### src/rtl/slc3_pkg.sv
// Shared types and constants for the SLC-3 control unit.
package slc3_pkg;

    localparam int unsigned OPC_W   = 4;
    localparam int unsigned STATE_W = 5;
    localparam int unsigned WAIT_W  = 4;

    // Opcodes (IR[15:12])
    localparam logic [OPC_W-1:0] OP_BR    = 4'b0000;
    localparam logic [OPC_W-1:0] OP_ADD   = 4'b0001;
    localparam logic [OPC_W-1:0] OP_JSR   = 4'b0100;
    localparam logic [OPC_W-1:0] OP_AND   = 4'b0101;
    localparam logic [OPC_W-1:0] OP_LDR   = 4'b0110;
    localparam logic [OPC_W-1:0] OP_STR   = 4'b0111;
    localparam logic [OPC_W-1:0] OP_NOT   = 4'b1001;
    localparam logic [OPC_W-1:0] OP_JMP   = 4'b1100;
    localparam logic [OPC_W-1:0] OP_PAUSE = 4'b1101;

    // ALU function select
    localparam logic [1:0] ALUK_ADD   = 2'b00;
    localparam logic [1:0] ALUK_AND   = 2'b01;
    localparam logic [1:0] ALUK_NOT   = 2'b10;
    localparam logic [1:0] ALUK_PASSA = 2'b11;

    // PC source select
    localparam logic [1:0] PCMUX_INC  = 2'b00;
    localparam logic [1:0] PCMUX_BUS  = 2'b01;
    localparam logic [1:0] PCMUX_ADDR = 2'b10;

    // Address adder offset select
    localparam logic [1:0] A2_ZERO  = 2'b00;
    localparam logic [1:0] A2_OFF6  = 2'b01;
    localparam logic [1:0] A2_OFF9  = 2'b10;
    localparam logic [1:0] A2_OFF11 = 2'b11;

    typedef enum logic [STATE_W-1:0] {
        HALTED   = 5'd0,
        F_MAR    = 5'd1,
        F_MEM    = 5'd2,
        F_IR     = 5'd3,
        DECODE   = 5'd4,
        EX_ADD   = 5'd5,
        EX_AND   = 5'd6,
        EX_NOT   = 5'd7,
        BR       = 5'd8,
        BR_TAKEN = 5'd9,
        JMP      = 5'd10,
        JSR_LINK = 5'd11,
        JSR_PC   = 5'd12,
        LDR_ADDR = 5'd13,
        LDR_MEM  = 5'd14,
        LDR_WB   = 5'd15,
        STR_ADDR = 5'd16,
        STR_MDR  = 5'd17,
        STR_MEM  = 5'd18,
        PAUSE1   = 5'd19,
        PAUSE2   = 5'd20
    } state_t;

    typedef struct packed {
        logic       LD_MAR;
        logic       LD_MDR;
        logic       LD_IR;
        logic       LD_BEN;
        logic       LD_CC;
        logic       LD_REG;
        logic       LD_PC;
        logic       LD_LED;
        logic       GatePC;
        logic       GateMDR;
        logic       GateALU;
        logic       GateMARMUX;
        logic [1:0] PCMUX;
        logic       DRMUX;
        logic       SR1MUX;
        logic       SR2MUX;
        logic       ADDR1MUX;
        logic [1:0] ADDR2MUX;
        logic [1:0] ALUK;
        logic       Mem_OE;
        logic       Mem_WE;
    } slc3_ctrl_t;

endpackage

### src/rtl/slc3_control_fsm_if.sv
// Control-unit <-> datapath signal bundle.
interface slc3_control_fsm_if;
    import slc3_pkg::*;

    logic                 Run;
    logic                 Continue;
    logic [OPC_W-1:0]     Opcode;
    logic                 IR_5;
    logic                 IR_11;
    logic                 BEN;
    logic                 Mem_Ready;
    slc3_ctrl_t           Ctrl;
    logic [STATE_W-1:0]   State_dbg;

    // Control unit side
    modport master (
        input  Run, Continue, Opcode, IR_5, IR_11, BEN, Mem_Ready,
        output Ctrl, State_dbg
    );

    // Datapath / front-panel side
    modport slave (
        output Run, Continue, Opcode, IR_5, IR_11, BEN, Mem_Ready,
        input  Ctrl, State_dbg
    );

endinterface

### src/rtl/slc3_mem_timer.sv
// Memory access length tracker shared by all SRAM states.
// Counter mode: done on the MEM_WAIT-th cycle of an access.
// Ready mode: done in any cycle where Mem_Ready is high.
module slc3_mem_timer
    import slc3_pkg::*;
#(
    parameter int unsigned MEM_WAIT  = 2,
    parameter bit          USE_READY = 1'b0
) (
    input  logic Clk,
    input  logic Reset_n,
    input  logic active,
    input  logic mem_ready,
    output logic done_c
);

    localparam logic [WAIT_W-1:0] LAST = WAIT_W'(MEM_WAIT - 1);

    logic [WAIT_W-1:0] count;

    // Count cycles of the current access; idle at zero between accesses
    always_ff @(posedge Clk or negedge Reset_n) begin
        if (!Reset_n) begin
            count <= '0;
        end else if (!active || done_c || USE_READY) begin
            count <= '0;
        end else begin
            count <= count + WAIT_W'(1);
        end
    end

    // Access completion
    always_comb begin
        done_c = USE_READY ? mem_ready : (count == LAST);
    end

endmodule

### src/rtl/slc3_control_fsm.sv
// SLC-3 instruction sequencing and decode unit.
// Ctrl is a Moore decode of the state (IR_5/IR_11 steer operand muxes,
// LD_MDR marks the completing cycle of a read).
module slc3_control_fsm
    import slc3_pkg::*;
#(
    parameter int unsigned MEM_WAIT  = 2,
    parameter bit          USE_READY = 1'b0,
    parameter bit          PAUSE_EN  = 1'b1
) (
    input  logic                      Clk,
    input  logic                      Reset_n,
    slc3_control_fsm_if.master        bus
);

    state_t     state;
    state_t     next_state;
    slc3_ctrl_t ctrl;
    logic       mem_active;
    logic       mem_done;

    // Memory states share one access timer
    always_comb begin
        mem_active = (state == F_MEM) || (state == LDR_MEM) || (state == STR_MEM);
    end

    slc3_mem_timer #(
        .MEM_WAIT  (MEM_WAIT),
        .USE_READY (USE_READY)
    ) u_mem_timer (
        .Clk       (Clk),
        .Reset_n   (Reset_n),
        .active    (mem_active),
        .mem_ready (bus.Mem_Ready),
        .done_c    (mem_done)
    );

    // State register; reset abandons any access in flight
    always_ff @(posedge Clk or negedge Reset_n) begin
        if (!Reset_n) begin
            state <= HALTED;
        end else begin
            state <= next_state;
        end
    end

    // Next-state and control decode
    always_comb begin
        next_state = state;
        ctrl       = '0;

        case (state)
            HALTED: begin
                if (bus.Run) next_state = F_MAR;
            end

            F_MAR: begin
                ctrl.GatePC = 1'b1;
                ctrl.LD_MAR = 1'b1;
                ctrl.LD_PC  = 1'b1;
                ctrl.PCMUX  = PCMUX_INC;
                next_state  = F_MEM;
            end

            F_MEM: begin
                ctrl.Mem_OE = 1'b1;
                ctrl.LD_MDR = mem_done;
                if (mem_done) next_state = F_IR;
            end

            F_IR: begin
                ctrl.GateMDR = 1'b1;
                ctrl.LD_IR   = 1'b1;
                next_state   = DECODE;
            end

            DECODE: begin
                ctrl.LD_BEN = 1'b1;
                case (bus.Opcode)
                    OP_ADD:   next_state = EX_ADD;
                    OP_AND:   next_state = EX_AND;
                    OP_NOT:   next_state = EX_NOT;
                    OP_BR:    next_state = BR;
                    OP_JMP:   next_state = JMP;
                    OP_JSR:   next_state = JSR_LINK;
                    OP_LDR:   next_state = LDR_ADDR;
                    OP_STR:   next_state = STR_ADDR;
                    OP_PAUSE: next_state = PAUSE_EN ? PAUSE1 : F_MAR;
                    default:  next_state = F_MAR;
                endcase
            end

            EX_ADD: begin
                ctrl.SR1MUX  = 1'b1;
                ctrl.SR2MUX  = bus.IR_5;
                ctrl.ALUK    = ALUK_ADD;
                ctrl.GateALU = 1'b1;
                ctrl.LD_REG  = 1'b1;
                ctrl.LD_CC   = 1'b1;
                next_state   = F_MAR;
            end

            EX_AND: begin
                ctrl.SR1MUX  = 1'b1;
                ctrl.SR2MUX  = bus.IR_5;
                ctrl.ALUK    = ALUK_AND;
                ctrl.GateALU = 1'b1;
                ctrl.LD_REG  = 1'b1;
                ctrl.LD_CC   = 1'b1;
                next_state   = F_MAR;
            end

            EX_NOT: begin
                ctrl.SR1MUX  = 1'b1;
                ctrl.ALUK    = ALUK_NOT;
                ctrl.GateALU = 1'b1;
                ctrl.LD_REG  = 1'b1;
                ctrl.LD_CC   = 1'b1;
                next_state   = F_MAR;
            end

            BR: begin
                next_state = bus.BEN ? BR_TAKEN : F_MAR;
            end

            BR_TAKEN: begin
                ctrl.ADDR2MUX = A2_OFF9;
                ctrl.PCMUX    = PCMUX_ADDR;
                ctrl.LD_PC    = 1'b1;
                next_state    = F_MAR;
            end

            JMP: begin
                ctrl.SR1MUX  = 1'b1;
                ctrl.ALUK    = ALUK_PASSA;
                ctrl.GateALU = 1'b1;
                ctrl.PCMUX   = PCMUX_BUS;
                ctrl.LD_PC   = 1'b1;
                next_state   = F_MAR;
            end

            // R7 <- PC; a JSRR through R7 therefore sees the new link value
            JSR_LINK: begin
                ctrl.GatePC = 1'b1;
                ctrl.DRMUX  = 1'b1;
                ctrl.LD_REG = 1'b1;
                next_state  = JSR_PC;
            end

            JSR_PC: begin
                ctrl.PCMUX = PCMUX_ADDR;
                ctrl.LD_PC = 1'b1;
                if (bus.IR_11) begin
                    ctrl.ADDR2MUX = A2_OFF11;
                end else begin
                    ctrl.ADDR1MUX = 1'b1;
                    ctrl.SR1MUX   = 1'b1;
                    ctrl.ADDR2MUX = A2_ZERO;
                end
                next_state = F_MAR;
            end

            LDR_ADDR, STR_ADDR: begin
                ctrl.SR1MUX     = 1'b1;
                ctrl.ADDR1MUX   = 1'b1;
                ctrl.ADDR2MUX   = A2_OFF6;
                ctrl.GateMARMUX = 1'b1;
                ctrl.LD_MAR     = 1'b1;
                next_state      = (state == LDR_ADDR) ? LDR_MEM : STR_MDR;
            end

            LDR_MEM: begin
                ctrl.Mem_OE = 1'b1;
                ctrl.LD_MDR = mem_done;
                if (mem_done) next_state = LDR_WB;
            end

            LDR_WB: begin
                ctrl.GateMDR = 1'b1;
                ctrl.LD_REG  = 1'b1;
                ctrl.LD_CC   = 1'b1;
                next_state   = F_MAR;
            end

            STR_MDR: begin
                ctrl.ALUK    = ALUK_PASSA;
                ctrl.GateALU = 1'b1;
                ctrl.LD_MDR  = 1'b1;
                next_state   = STR_MEM;
            end

            STR_MEM: begin
                ctrl.Mem_WE = 1'b1;
                if (mem_done) next_state = F_MAR;
            end

            PAUSE1: begin
                ctrl.LD_LED = 1'b1;
                if (bus.Continue) next_state = PAUSE2;
            end

            PAUSE2: begin
                if (!bus.Continue) next_state = F_MAR;
            end

            default: begin
                next_state = HALTED;
            end
        endcase
    end

    assign bus.Ctrl      = ctrl;
    assign bus.State_dbg = state;

endmodule
### src/flat_wrapper.sv
// flat-port wrapper written by rule: the top's interface ports become plain ports
module slc3_control_fsm_flat import slc3_pkg::*;
#(
    parameter int unsigned MEM_WAIT  = 2,
    parameter bit          USE_READY = 1'b0,
    parameter bit          PAUSE_EN  = 1'b1
)
  (Clk, Reset_n, bus_Run, bus_Continue, bus_Opcode, bus_IR_5, bus_IR_11, bus_BEN, bus_Mem_Ready, bus_Ctrl, bus_State_dbg);
  slc3_control_fsm_if bus_i ();
  input  logic Clk;
  input  logic Reset_n;
  input wire logic [$bits(bus_i.Run)-1:0] bus_Run;
  input wire logic [$bits(bus_i.Continue)-1:0] bus_Continue;
  input wire logic [$bits(bus_i.Opcode)-1:0] bus_Opcode;
  input wire logic [$bits(bus_i.IR_5)-1:0] bus_IR_5;
  input wire logic [$bits(bus_i.IR_11)-1:0] bus_IR_11;
  input wire logic [$bits(bus_i.BEN)-1:0] bus_BEN;
  input wire logic [$bits(bus_i.Mem_Ready)-1:0] bus_Mem_Ready;
  output wire logic [$bits(bus_i.Ctrl)-1:0] bus_Ctrl;
  output wire logic [$bits(bus_i.State_dbg)-1:0] bus_State_dbg;
  assign bus_i.Run = bus_Run;
  assign bus_i.Continue = bus_Continue;
  assign bus_i.Opcode = bus_Opcode;
  assign bus_i.IR_5 = bus_IR_5;
  assign bus_i.IR_11 = bus_IR_11;
  assign bus_i.BEN = bus_BEN;
  assign bus_i.Mem_Ready = bus_Mem_Ready;
  assign bus_Ctrl = bus_i.Ctrl;
  assign bus_State_dbg = bus_i.State_dbg;
  slc3_control_fsm #(.MEM_WAIT(MEM_WAIT), .USE_READY(USE_READY), .PAUSE_EN(PAUSE_EN)) u_core (.Clk(Clk), .Reset_n(Reset_n), .bus(bus_i));
endmodule
### config.mk
export PLATFORM = sky130hd
export DESIGN_NAME = slc3_control_fsm_flat
export DESIGN_NICKNAME = d
export VERILOG_FILES = /design/src/rtl/slc3_pkg.sv /design/src/rtl/slc3_control_fsm_if.sv /design/src/rtl/slc3_mem_timer.sv /design/src/rtl/slc3_control_fsm.sv /design/src/flat_wrapper.sv
export SDC_FILE = /design/constraint.sdc
export NUM_CORES = 1
export LEC_CHECK = 0
export ABC_AREA = 0
export BUFFER_PORTS_ARGS = -buffer_cell sky130_fd_sc_hd__buf_4
export CORE_MARGIN = 2
export CORE_UTILIZATION = 43
export CTS_CLUSTER_DIAMETER = 40
export DETAILED_ROUTE_END_ITERATION = 6
export HOLD_SLACK_MARGIN = 0.06
export PLACE_DENSITY = 0.73
export SLEW_MARGIN = 20
export SYNTH_ARGS = -nofsm -noshare
export SYNTH_HDL_FRONTEND = slang
export SYNTH_SLANG_ARGS = --single-unit
### constraint.sdc
create_clock -name Clk -period 1.6 [get_ports Clk]
set_input_delay 0.32 -clock Clk [delete_from_list [all_inputs] [get_ports Clk]]
set_output_delay 0.32 -clock Clk [all_outputs]
set_load 0.02 [all_outputs]
==> results.json <==
{
  "syn_area_per_cell_um2": 7.34,
  "worstMarginPinSlew_ns": 0.430,
  "crit_path_start_kind": "flop",
  "overflow": 0,
  "die_area_um2": 3200,
  "final_common_cell": "buf_4",
  "drt_first_iter_violations": 96,
  "slew_viol_final": 0,
  "dpl_cell_area_um2": 1840,
  "clock.fmax_mhz": 505,
  "cts_made_buffers": 3,
  "start_util_pct": 44.2,
  "dieWidth_um": 56.6,
  "skew_ns": 0.00829,
  "ir_worst_vdd_uv": 1420,
  "stdcell_count": 273,
  "synth_top_cell_area_share_pct": 18.9,
  "grt_pass1_vias": 1623,
  "grt_pass1_wl_um": 7880,
  "crit_chain": "or3b_4 > nor2_4 > a21oi_1 > nor2_2 > buf_6",
  "outcome": "complete, but fails checks",
  "mostFrequentLayoutCells": "61 x buf_4, 25 x buf_6, 7 x a21oi_1, 6 x nor2_1",
  "setup_tns_ns": -7.88,
  "clock_latency_ns": 0.27,
  "antenna_left": 0,
  "critPathMaxStageDelay_ns": 0.45,
  "firstDrtPassIters": 4,
  "path_class": "reg -> out",
  "io_pins": 41,
  "dp_hpwl_um": 2840,
  "finalCriticalPeriod_ns": 1.98,
  "synth-seq-cells": 9,
  "drcViolationCount": 0,
  "nNetsFinal": 260,
  "ys_seq_area_share_pct": 18.9,
  "path_max_fanout": 5,
  "synth.area.top_cells": "dfrtp_1 19%, ha_1 5.3%, nand2b_1 5.3%",
  "core_um2": 2690,
  "routedWlPerCell_um": 18.9,
  "fin_ws_ns": -0.381,
  "finalWirelength_um": 5150,
  "grt_use_total_pct": 31.5,
  "syn-instance-count": 162,
  "hp-class": "in -> async",
  "worstPathBufferInverterCount": 1,
  "n_antenna_cell": 0,
  "antenna_found_initial": 0,
  "failed_checks": "setup timing",
  "rows": 19,
  "drive_gt1_share_pct": 66.5,
  "grt_max_degree": 15,
  "area_growth_pct": 97.8,
  "critical_path_required_ns": 1.28,
  "synth_top_area_cell": "dfrtp_1",
  "period_share_pct": 124,
  "gp_congestion": 0.853,
  "design_area_um2": 2350,
  "vias": 1594,
  "root_buffer": "clkbuf_4",
  "synth_area_um2": 1190,
  "die_h_um": 56.6,
  "path_clk_slew_ns": 0.06,
  "clk_path_buf_depth": 2,
  "cts_tree": "done",
  "ys.flop_type": "dfrtp_1",
  "h-tree-depth": 1,
  "p_leak_nw": 1.04,
  "end_kind": "primary output",
  "rsz0062_at_grt": "true",
  "power_density_nw_per_um2": 1820,
  "mappedNetlistNets": 179,
  "setup_viol": 32,
  "cts_sinks": 9,
  "fillers": 128,
  "cp_top_family": "simple AND/OR/NAND/NOR gates",
  "viasPerCell": 5.84,
  "slew_headroom_pct": 70.6,
  "ys_types": 50,
  "io_buffer_count": 39,
  "hold_viol": 0,
  "yosys_warnings": 0,
  "cp.arrival_ns": 1.66,
  "placed_cells": 251,
  "synth_edf_count": 0,
  "maxCapViolCount": 0,
  "slowest_stage": "or3b_4",
  "async_reset_ff_share_pct": 100
}
## flip-flops by register name, indices dropped and copies added, names as in the netlist
signal / count
u_core.bus.State_dbg: 5
u_core.u_mem_timer.count: 4
## stage by stage
stage	utilization, %	total power, mW	setup WS [ns]	hold slack (ns)
final	87.5	4.27	-0.381	0.409
after global routing	87.5	4.51	-0.431	0.397
after CTS	82.1	3.76	-0.288	0.408
after floorplan	-	2.11	-0.102	0.0244
after global placement	68.6	2.84	-0.0491	0.145
after detailed placement	68.6	2.91	-0.0852	0.146
## cell type report
| class | count | area (µm²) | area share (%) |
|---|---|---|---|
| multi-input cells | 131 | 1200 | 51.1 |
| repair buffers | 91 | 825 | 35.1 |
| flip-flops and latches | 9 | 231 | 9.85 |
| well taps | 31 | 38.8 | 1.65 |
| inverters | 7 | 28.8 | 1.22 |
| clock buffers | 4 | 26.3 | 1.12 |
## timing repair
item | in CTS | in global routing
buffers inserted | 11 | 5
cloned | 1 | 0
resized for setup | 51 | 23
endpoints found under the setup margin | 28 | 33
endpoints found under the hold margin | 9 | 0
hold buffers | 1 | 0
pin swaps | 11 | 12
## logic make-up (layout without fill, tap and decap cells)
family          Yosys count  count (layout)  synth area share (%)
fa+ha+maj                 5               5                  5.26
buf+inv                  22             102                  8.42
simple gates             73              73                  36.2
flops                     9               9                  18.9
mux                       6               6                  5.37
xor+xnor                  5               5                  3.68
compound gates           42              42                  22.1
## final timing paths
kind / slack [ns] / cells past startpoint / from / to
worst min-delay path: 0.41 / 2 / Reset_n / u_core.bus.State_dbg[1]
min in group Clk: 0.46 / 3 / bus_Opcode[2] / u_core.bus.State_dbg[3]
max in group asynchronous: 1.03 / 2 / Reset_n / u_core.bus.State_dbg[4]
worst min register to register: 0.49 / 1 / u_core.u_mem_timer.count[0] / u_core.u_mem_timer.count[0]
worst max register to register: -0.38 / 6 / u_core.bus.State_dbg[2] / u_core.bus.State_dbg[1]
worst max-delay path: -0.38 / 5 / u_core.bus.State_dbg[2] / bus_Ctrl[12]
## synth_stat cells, drive strengths merged (3+ instances only)
cell    number
mux2         3
a22oi        3
nor3         7
inv          7
nor2        16
xor2         3
mux2i        3
buf         12
ha           5
nand2        9
o211ai       3
nand3b       5
nor2b        3
nand3        3
or3b         3
a21oi       12
or3          3
nand2b      10
dfrtp        9
o21ai       12
clkbuf       3
## worst register-to-register path, cell delays in order (launching register included)
cell	delay, ns
dfrtp_2	0.44
or3b_4	0.45
buf_4	0.15
buf_6	0.10
or3_4	0.41
nand4_4	0.13
o211ai_1	0.14
## power by group
part | leakage (nW) | internal, mW | switching (mW)
Sequential | 0.114 | 0.301 | 0.124
Combinational | 0.912 | 1.80 | 1.86
Clock | 0.0150 | 0.0964 | 0.0850
## routing by layer
| layer | global-route usage, % | wire length (µm) |
|---|---|---|
| met5 | 0 | 0 |
| met1 | 34.4 | 1920 |
| met3 | 5.76 | 285 |
| met2 | 61.1 | 2840 |
| met4 | 8.16 | 105 |
Note: power is estimated with default switching activity, not from simulation.
